[src/rtl/i2c_poll_sequencer.sv]
// Sweeps a list of NUM_CH register addresses on one I2C device through the
// i2c_master command port and keeps the latest read per channel with valid flags.

module i2c_poll_slot #(
    parameter int DATA_WIDTH = 16
) (
    input  logic                  clk,
    input  logic                  reset,
    input  logic                  wr_i,
    input  logic                  inv_i,
    input  logic [DATA_WIDTH-1:0] din_i,
    output logic [DATA_WIDTH-1:0] data_o,
    output logic                  valid_o
);
    logic [DATA_WIDTH-1:0] data_q;
    logic                  valid_q;

    // A timed-out read keeps the stale value but drops its valid flag.
    always_ff @(posedge clk or negedge reset) begin
        if (!reset) begin
            data_q  <= '0;
            valid_q <= 1'b0;
        end else if (wr_i) begin
            data_q  <= din_i;
            valid_q <= 1'b1;
        end else if (inv_i) begin
            valid_q <= 1'b0;
        end
    end

    assign data_o  = data_q;
    assign valid_o = valid_q;
endmodule

module i2c_poll_sequencer #(
    parameter int NUM_CH         = 4,
    parameter int DATA_WIDTH     = 16,
    parameter int REGISTER_WIDTH = 16,
    parameter int ADDRESS_WIDTH  = 15,
    parameter int POLL_PERIOD    = 50_000,
    parameter int TIMEOUT        = 1_000_000,
    localparam int CHW           = (NUM_CH > 1) ? $clog2(NUM_CH) : 1
) (
    input  logic                             clk,
    input  logic                             reset,
    input  logic                             enable,
    input  logic                             start,
    input  logic [ADDRESS_WIDTH-1:0]         device_addr,
    input  logic [NUM_CH*REGISTER_WIDTH-1:0] reg_addr_list,
    input  logic [15:0]                      divider,
    output logic                             m_enable,
    output logic                             m_read_write,
    output logic [REGISTER_WIDTH-1:0]        m_register_address,
    output logic [ADDRESS_WIDTH-1:0]         m_device_address,
    output logic [15:0]                      m_divider,
    input  logic                             m_busy,
    input  logic [DATA_WIDTH-1:0]            m_miso_data,
    output logic [NUM_CH*DATA_WIDTH-1:0]     data,
    output logic [NUM_CH-1:0]                valid,
    output logic                             update,
    output logic [CHW-1:0]                   ch_index,
    output logic                             sweep_done,
    output logic                             timeout_err
);
    localparam int TO_W  = $clog2(TIMEOUT) + 1;
    localparam int GAP_W = $clog2(POLL_PERIOD) + 1;

    typedef enum logic [2:0] {
        S_IDLE, S_LOAD, S_ISSUE, S_WAIT_LOW, S_STORE, S_NEXT, S_GAP
    } state_t;

    state_t                                  state_q;
    logic [NUM_CH-1:0][REGISTER_WIDTH-1:0]   list_q;
    logic [TO_W-1:0]                         to_cnt_q;
    logic [GAP_W-1:0]                        gap_cnt_q;
    logic [CHW-1:0]                          ch_q;
    logic                                    m_enable_q;
    logic [REGISTER_WIDTH-1:0]               m_reg_q;
    logic [ADDRESS_WIDTH-1:0]                m_dev_q;
    logic [15:0]                             m_div_q;
    logic                                    update_q;
    logic                                    sweep_done_q;
    logic                                    timeout_err_q;

    logic [CHW-1:0] ch_d;
    logic           last_ch;
    logic           to_expire;
    logic           rd_done;
    logic           to_hit;

    assign ch_d      = ch_q + CHW'(1);
    assign last_ch   = (ch_q == CHW'(NUM_CH - 1));
    assign to_expire = (to_cnt_q == TO_W'(TIMEOUT - 1));
    // A read finishing on the timeout cycle still counts as good.
    assign rd_done   = (state_q == S_WAIT_LOW) && !m_busy;
    assign to_hit    = to_expire &&
                       ((state_q == S_ISSUE) || ((state_q == S_WAIT_LOW) && m_busy));

    always_ff @(posedge clk or negedge reset) begin
        if (!reset) begin
            state_q       <= S_IDLE;
            list_q        <= '0;
            to_cnt_q      <= '0;
            gap_cnt_q     <= '0;
            ch_q          <= '0;
            m_enable_q    <= 1'b0;
            m_reg_q       <= '0;
            m_dev_q       <= '0;
            m_div_q       <= '0;
            update_q      <= 1'b0;
            sweep_done_q  <= 1'b0;
            timeout_err_q <= 1'b0;
        end else begin
            update_q     <= 1'b0;
            sweep_done_q <= 1'b0;
            case (state_q)
                S_IDLE: begin
                    if (start || enable) begin
                        state_q <= S_LOAD;
                        if (start) timeout_err_q <= 1'b0;
                    end
                end
                S_LOAD: begin
                    list_q     <= reg_addr_list;
                    m_dev_q    <= device_addr;
                    m_div_q    <= divider;
                    m_reg_q    <= reg_addr_list[REGISTER_WIDTH-1:0];
                    ch_q       <= '0;
                    to_cnt_q   <= '0;
                    m_enable_q <= 1'b1;
                    state_q    <= S_ISSUE;
                end
                S_ISSUE: begin
                    if (to_hit) begin
                        m_enable_q    <= 1'b0;
                        timeout_err_q <= 1'b1;
                        sweep_done_q  <= last_ch;
                        state_q       <= S_NEXT;
                    end else begin
                        to_cnt_q <= to_cnt_q + TO_W'(1);
                        if (m_busy) begin
                            m_enable_q <= 1'b0;
                            state_q    <= S_WAIT_LOW;
                        end
                    end
                end
                S_WAIT_LOW: begin
                    if (rd_done) begin
                        update_q <= 1'b1;
                        state_q  <= S_STORE;
                    end else if (to_hit) begin
                        timeout_err_q <= 1'b1;
                        sweep_done_q  <= last_ch;
                        state_q       <= S_NEXT;
                    end else begin
                        to_cnt_q <= to_cnt_q + TO_W'(1);
                    end
                end
                S_STORE: begin
                    sweep_done_q <= last_ch;
                    state_q      <= S_NEXT;
                end
                S_NEXT: begin
                    if (last_ch) begin
                        gap_cnt_q <= '0;
                        state_q   <= enable ? S_GAP : S_IDLE;
                    end else begin
                        ch_q       <= ch_d;
                        m_reg_q    <= list_q[ch_d];
                        to_cnt_q   <= '0;
                        m_enable_q <= 1'b1;
                        state_q    <= S_ISSUE;
                    end
                end
                S_GAP: begin
                    if (start) begin
                        timeout_err_q <= 1'b0;
                        state_q       <= S_LOAD;
                    end else if (!enable) begin
                        state_q <= S_IDLE;
                    end else if (gap_cnt_q == GAP_W'(POLL_PERIOD - 1)) begin
                        state_q <= S_LOAD;
                    end else begin
                        gap_cnt_q <= gap_cnt_q + GAP_W'(1);
                    end
                end
                default: state_q <= S_IDLE;
            endcase
        end
    end

    logic [NUM_CH-1:0][DATA_WIDTH-1:0] data_w;

    for (genvar k = 0; k < NUM_CH; k++) begin : g_slot
        i2c_poll_slot #(.DATA_WIDTH(DATA_WIDTH)) u_slot (
            .clk    (clk),
            .reset  (reset),
            .wr_i   (rd_done && (ch_q == CHW'(k))),
            .inv_i  (to_hit && (ch_q == CHW'(k))),
            .din_i  (m_miso_data),
            .data_o (data_w[k]),
            .valid_o(valid[k])
        );
    end

    assign data               = data_w;
    assign m_enable           = m_enable_q;
    assign m_read_write       = 1'b1;
    assign m_register_address = m_reg_q;
    assign m_device_address   = m_dev_q;
    assign m_divider          = m_div_q;
    assign update             = update_q;
    assign ch_index           = ch_q;
    assign sweep_done         = sweep_done_q;
    assign timeout_err        = timeout_err_q;
endmodule

[config.mk]
export PLATFORM = sky130hd
export DESIGN_NAME = i2c_poll_sequencer
export DESIGN_NICKNAME = d
export VERILOG_FILES = /design/src/rtl/i2c_poll_sequencer.sv
export SDC_FILE = /design/constraint.sdc
export NUM_CORES = 1
export LEC_CHECK = 0
export BUFFER_PORTS_ARGS = -buffer_cell sky130_fd_sc_hd__buf_4
export CORE_MARGIN = 3
export CORE_UTILIZATION = 58
export DETAILED_ROUTE_END_ITERATION = 8
export GPL_ROUTABILITY_DRIVEN = 0
export PLACE_DENSITY = 0.86
export SYNTH_ARGS = -nofsm -noshare
export SYNTH_HDL_FRONTEND = slang
export SYNTH_SLANG_ARGS = --single-unit
[constraint.sdc]
create_clock -name clk -period 6.5 [get_ports clk]
set_input_delay 0.65 -clock clk [delete_from_list [all_inputs] [get_ports clk]]
set_output_delay 0.65 -clock clk [all_outputs]
set_load 0.01 [all_outputs]
# Yosys cells after proc, flatten, opt, wreduce, memory -nomap -nowiden
# Cells that the tools add are included.
[word_totals]
register_bits = 226
latchBits = 0
ramBits = 0
mem_bits_ro = 0
inputBits = 116
out_inout_bits = 122
word_cells = 127
n_memories = 0
[classes]
n_addsub = 3
n_mul = 0
div = 0
magnitude_cmp = 1
n_eq_ne = 21
n_shift = 0
muxes = 48
n_bitwise = 0
n_reduce_logical = 31
[op_table]
columns = ["op", "n"]
rows = [
  ["one-hot mux 21 bit (4 select lines)", 1],
  ["2-to-1 mux 17 bit", 4],
  ["2-to-1 mux 21 bit", 3],
  ["one-hot mux 17 bit (2 select lines)", 1],
  ["binary-select mux 16 bit (select 2 bit)", 1],
  ["2-to-1 mux 16 bit", 2],
  ["one-hot mux 16 bit (2 select lines)", 1],
  ["2-to-1 mux 3 bit", 10],
  ["adder 21 x 1 -> 21 bit, second input constant", 1],
  ["== test 21 x 20 -> 1 bit, second input constant", 1],
  ["one-hot mux 3 bit (7 select lines)", 1],
  ["2-to-1 mux 1 bit", 19],
  ["adder 17 x 1 -> 17 bit, second input constant", 1],
  ["== test 17 x 16 -> 1 bit, second input constant", 1],
  ["inequality test 2 bit, second input constant", 7],
  ["nonzero test 2 bit", 6],
  ["logical AND 1 bit", 11],
  ["== test 3 bit, second input constant", 3],
  ["AND reduction 3 bit", 3],
  ["nonzero test 4 bit", 2],
  ["== test 3 x 2 -> 1 bit, second input constant", 2],
  ["inequality test 3 bit, second input constant", 2],
  ["one-hot mux 1 bit (3 select lines)", 2],
  ["AND reduction 5 bit", 1],
  ["other kinds (16)", 18],
]

# Logic depth before layout (Yosys ltp)
[depth]
depth_word = 7
mapped_depth = 9
mapped_depth_nobuf = 7

# Hierarchy
# Synthesis repeated with hierarchy kept, for this count alone.
[hier_totals]
cells_unflattened = 755
hier_area_um2 = 10092.2
[modules_own_cells]
columns = ["mod", "n_inst", "cells_per_inst", "area_each_um2", "seq_area_each_um2"]
rows = [
  ["i2c_poll_sequencer", 1, 607, 7359.6, 3953.8],
  ["i2c_poll_slot", 4, 37, 683.2, 425.4],
]

# Worst setup path after synthesis
# No wires, ideal clock.
[synth_path]
path_kind = "reg-to-reg"
from = "register ch_q[0] (netlist: ch_index[0])"
to = "register m_reg_q[10] (netlist: m_register_address[10])"
setup_time_ns = 0.121
arrival_time_ns = 2.756
t_required_ns = 6.379
slack_ns = 3.623
stages_incl_launch_ff = 10
n_path_buf = 4
synth_period_minus_slack_ns = 2.877
path_cell_list = "dfrtp_1 > buf_2 > clkbuf_1 > inv_1 > ha_1 > clkbuf_1 > clkbuf_1 > mux4_2 > a22oi_1 > nand2_1"
[synth_via]
elab_chain_cells = 5
elab_cells_between_ends = 8
classes_between = "add/sub (1); eq/ne (2); mux (4); reduce/logical (1)"
[synth_lines]
columns = ["item", "line", "source"]
rows = [
  ["start, declared", "76", "logic [CHW-1:0] ch_q;"],
  ["start signal, assigned", "168", "ch_q <= ch_d;"],
  ["adder 2 x 1 -> 2 bit", "91", "assign ch_d = ch_q + CHW'(1);"],
  ["binary-select mux 16 bit (select 2 bit)", "169", "m_reg_q <= list_q[ch_d];"],
  ["2-to-1 mux 16 bit (implied by the code)", "169", ""],
  ["2-to-1 mux 16 bit", "164", "if (last_ch) begin"],
  ["one-hot mux 16 bit (2 select lines)", "116", "case (state_q)"],
  ["end signal, assigned", "127", "m_reg_q <= reg_addr_list[REGISTER_WIDTH-1:0];"],
  ["end signal, assigned", "169", ""],
  ["end, declared", "78", "logic [REGISTER_WIDTH-1:0] m_reg_q;"],
]
# Parallel ways exist; a longest one is shown, timed or not. The select of a mux whose other input is x is not followed.
# A chain may end at the register's enable or synchronous reset.

# Worst setup path after layout
[layout_path]
from = "register state_q[0]"
to = "register to_cnt_q[7]"
[layout_via]
elab_chain_cells = 7
elab_cells_between_ends = 15
classes_between = "eq/ne (6); mux (3); reduce/logical (6)"
[layout_lines]
columns = ["item", "line", "source"]
rows = [
  ["start, declared", "72", "state_t state_q;"],
  ["start signal, assigned", "166", "state_q <= enable ? S_GAP : S_IDLE;"],
  ["== test 3 x 2 -> 1 bit", "95, 97, 116", ""],
  ["logical AND 1 bit", "97", "((state_q == S_ISSUE) || ((state_q == S_WAIT_LOW) && m_busy));"],
  ["logical OR 1 bit", "97", ""],
  ["logical AND 1 bit", "96", "assign to_hit = to_expire &&"],
  ["2-to-1 mux 21 bit (2 in a row)", "n/a", ""],
  ["one-hot mux 21 bit (4 select lines)", "116", ""],
  ["end signal, assigned", "140", "to_cnt_q <= to_cnt_q + TO_W'(1);"],
  ["end signal, assigned", "156", "to_cnt_q <= to_cnt_q + TO_W'(1);"],
  ["end, declared", "74", "logic [TO_W-1:0] to_cnt_q;"],
]
# Parallel ways exist; a longest one is shown, timed or not. The select of a mux whose other input is x is not followed.

==> results.sh <==
export IMPL_status="finished, final reports clean"
export IMPL_die_area_sq_um=18300
export IMPL_yosysTopAreaCell="dfrtp_1"
export IMPL_drv_cap=0
export IMPL_ir_worst_vdd_mv=0.345
export IMPL_io_buffers=236
export IMPL_synthArstFlopShare_pct=100
export IMPL_clock_power_share_pct=24.0
export IMPL_n_antenna_cell=0
export IMPL_switching_share_pct=35.0
export IMPL_avgViaCountPerCell=5.54
export IMPL_critPathLaunchType="flip-flop"
export IMPL_io_pins=238
export IMPL_first_global_vias=7743
export IMPL_ant_nets=0
export IMPL_use_met2_pct=44.1
export IMPL_overflow=0
export IMPL_worstSkewPairLatency_ns=0.52
export IMPL_maxSlewViolCount=0
export IMPL_ctsHoldBuffers=0
export IMPL_placed_area_sq_um=11600
export IMPL_final_util_pct=76.7
export IMPL_fin_crit_ns=2.96
export IMPL_fill_cells=1051
export IMPL_grt_util_met3_pct=5.57
export IMPL_synth_nets=1047
export IMPL_yosysSeqAreaShare_pct=58.3
export IMPL_worst_slew_pin_slew_ns=1.12
export IMPL_p_int_mw=3.65
export IMPL_hpwlAfterDp_um=16200
export IMPL_clk_pin_slew_ns=0.06
export IMPL_hp_class="input pin to asynchronous set/reset pin"
export IMPL_grt_start_max_net_pins=118
export IMPL_grt_use_total_pct=25.9
export IMPL_rr_worst_depth=6
export IMPL_finalSetupTns_ns=0
export IMPL_synth_edff_count=0
export IMPL_syn_avg_cell_area_sq_um=10.5
export IMPL_cts_setup_buffers=0
export IMPL_area_growth_pct=27.6
export IMPL_seq_area_sq_um=5660
export IMPL_p_per_area_nw_per_um2=454
export IMPL_slew_headroom_pct=25.1
export IMPL_rsz0062_at_grt="false"
export IMPL_clock_path_buffers=3
export IMPL_grt_util_met1_pct=33.6
export IMPL_p_leak_nw=6.33
export IMPL_synthMostInstantiatedCell="nand2_1"
export IMPL_cp_max_fo=100
export IMPL_synth_top_area_share_pct=58.3
export IMPL_pwr_share_seq_pct=39.7
export IMPL_cts_root_buf="clkbuf_16"
export IMPL_die_height_um=135
export IMPL_netlist_area_sq_um=9690
export IMPL_nNetsFinal=1264
export IMPL_hold_violations=0
export IMPL_synthCells=925
export IMPL_drive_above_1_share_pct=32.1
export IMPL_max_freq_mhz=337
export IMPL_criticalPathCategory="flip-flop to flip-flop"
export IMPL_ys_seq_elements=226
export IMPL_core_sq_um=16100
export IMPL_ctsResizeCount=0
export IMPL_yosys_top_cells_count="nand2_1, dfrtp_1, mux2_2"
export IMPL_vias=7617
export IMPL_yosysUniqueCellTypes=50
export IMPL_comb_power_share_pct=36.2
export IMPL_clkSinkCount=226
export IMPL_cts_buffers=23
export IMPL_fin_area_sq_um=12400
export IMPL_switchingPower_mw=1.96
export IMPL_htree_levels=1
export IMPL_initialDrtViolationCount=640
export IMPL_die_w_um=135
export IMPL_ys_flop_type="dfrtp_1"
export IMPL_busiest_layer="met2"
export IMPL_critPathCaptureType="flip-flop"
export IMPL_setup_viol=0
export IMPL_wl_um=24100
export IMPL_antenna_found_initial=0
export IMPL_arrival_ns=3.42
export IMPL_wire_per_inst_um=17.5
export IMPL_grt_pass1_wl_um=38200
export IMPL_synth_area_leaders="dfrtp_1, nand2_1, mux2_2"
export IMPL_cts_tree="yes"
export IMPL_fin_worst_skew_ns=0.0228
export IMPL_num_rows=46
export IMPL_drtPass1Iterations=4
export IMPL_start_util_pct=60.1
export IMPL_yosys_warnings=0
export IMPL_timing_final_crit_share_pct=45.6
export IMPL_multi_input_area_sq_um=3800
export IMPL_drc=0
export IMPL_crit_required_ns=6.96
[path summary, 6_finish.rpt]
kind | end | slack, ns | start
worst max-delay path | to_cnt_q[7] | 3.54 | state_q[0]
worst max register to register | to_cnt_q[7] | 3.54 | state_q[0]
worst min-delay path | state_q[0] | 0.22 | reset
min in group clk | list_q[56] | 0.32 | reg_addr_list[56]
worst min register to register | list_q[63] | 0.47 | list_q[63]
max in group asynchronous | g_slot[2].u_slot.data_o[6] | 4.93 | reset
[metrics by stage]
step                      setup slack, ns  instances  power [mW]  hold slack [ns]
after floorplan                      3.62        925        3.43            0.354
after global placement               3.72       1333        4.16            0.453
after detailed placement             3.66       1333        4.27            0.458
after CTS                            3.63       1375        5.65            0.241
after global routing                 3.24       1375        5.95            0.283
final                                3.54       1375        5.61            0.221
[placed cells by master, fill, tap and decap left out, types with 3 or more instances in the layout]
master,netlist,routed
mux2_2,64,64
or3_1,3,3
mux4_2,16,16
dfrtp_1,226,226
o21ai_0,22,22
nor4_1,7,7
nor4b_1,3,3
nand4b_1,3,3
buf_4,5,241
and4_1,4,4
a22oi_1,12,12
nor2_1,46,45
xnor2_1,17,17
nand2b_1,4,4
inv_1,5,5
clkbuf_8,0,6
nor2b_1,4,4
ha_1,6,6
clkbuf_16,0,23
nand4_1,4,4
o31ai_1,8,8
nand3_1,8,8
nor3_1,12,12
and3_1,8,8
o22ai_1,7,7
a21oi_1,6,6
clkinv_2,0,8
nand3b_1,4,4
nand2_1,344,344
xor2_1,5,5
[routing by layer]
layer / routed length [um] / vias up
met3: 1940 / 56
met1: 9380 / 3707
li1: - / 3515
met5: 0 / -
met4: 769 / 0
met2: 12000 / 339
[final cells by class]
type / count / area share (%)
tap: 216 / 2.19
inverter: 5 / 0.152
clock inverter: 13 / 1.09
multi-input combinational: 644 / 30.8
timing repair buffer: 242 / 14.8
clock buffer: 29 / 5.32
sequential: 226 / 45.7
[kinds of logic after synthesis]
group                      count (synthesis)  synth area share, %
buffers and inverters                     55                 2.52
other                                      1               0.0387
AOI/OAI and AO/OA                         66                 4.57
adders and majority gates                  6                0.774
muxes                                     80                 11.2
DFF                                      226                 58.3
xor gates and xnor gates                  22                 1.99
and+or+nand+nor                          469                 20.6
[power by group through the flow]
stage               Sequential, mW  Combinational, mW  Clock [mW]
CTS                           2.22               2.06        1.37
detailed placement            2.23               2.04           0
global route                  2.28               2.25        1.42
finish                        2.23               2.03        1.35
floorplan                     2.27               1.16           0
global placement              2.21               1.95           0
[flip-flops by register name (all words and copies together) (netlist names), 2 cells and up]
signal and flops:
g_slot.u_slot.data_o 64, m_register_address 16, m_divider 16, m_device_address 15, ch_index 2, list_q 64
state_q 3, g_slot.u_slot.valid_o 4, gap_cnt_q 17, to_cnt_q 21
[worst max-delay path, cell delays in order (launching register included)]
cell,delay [ns]
dfrtp_1,0.54
nand2b_1,0.26
or2_4,0.15
buf_4,0.71
nand2_1,0.65
o22ai_1,0.32
a22o_1,0.18
(Power assumes the default switching activity.)
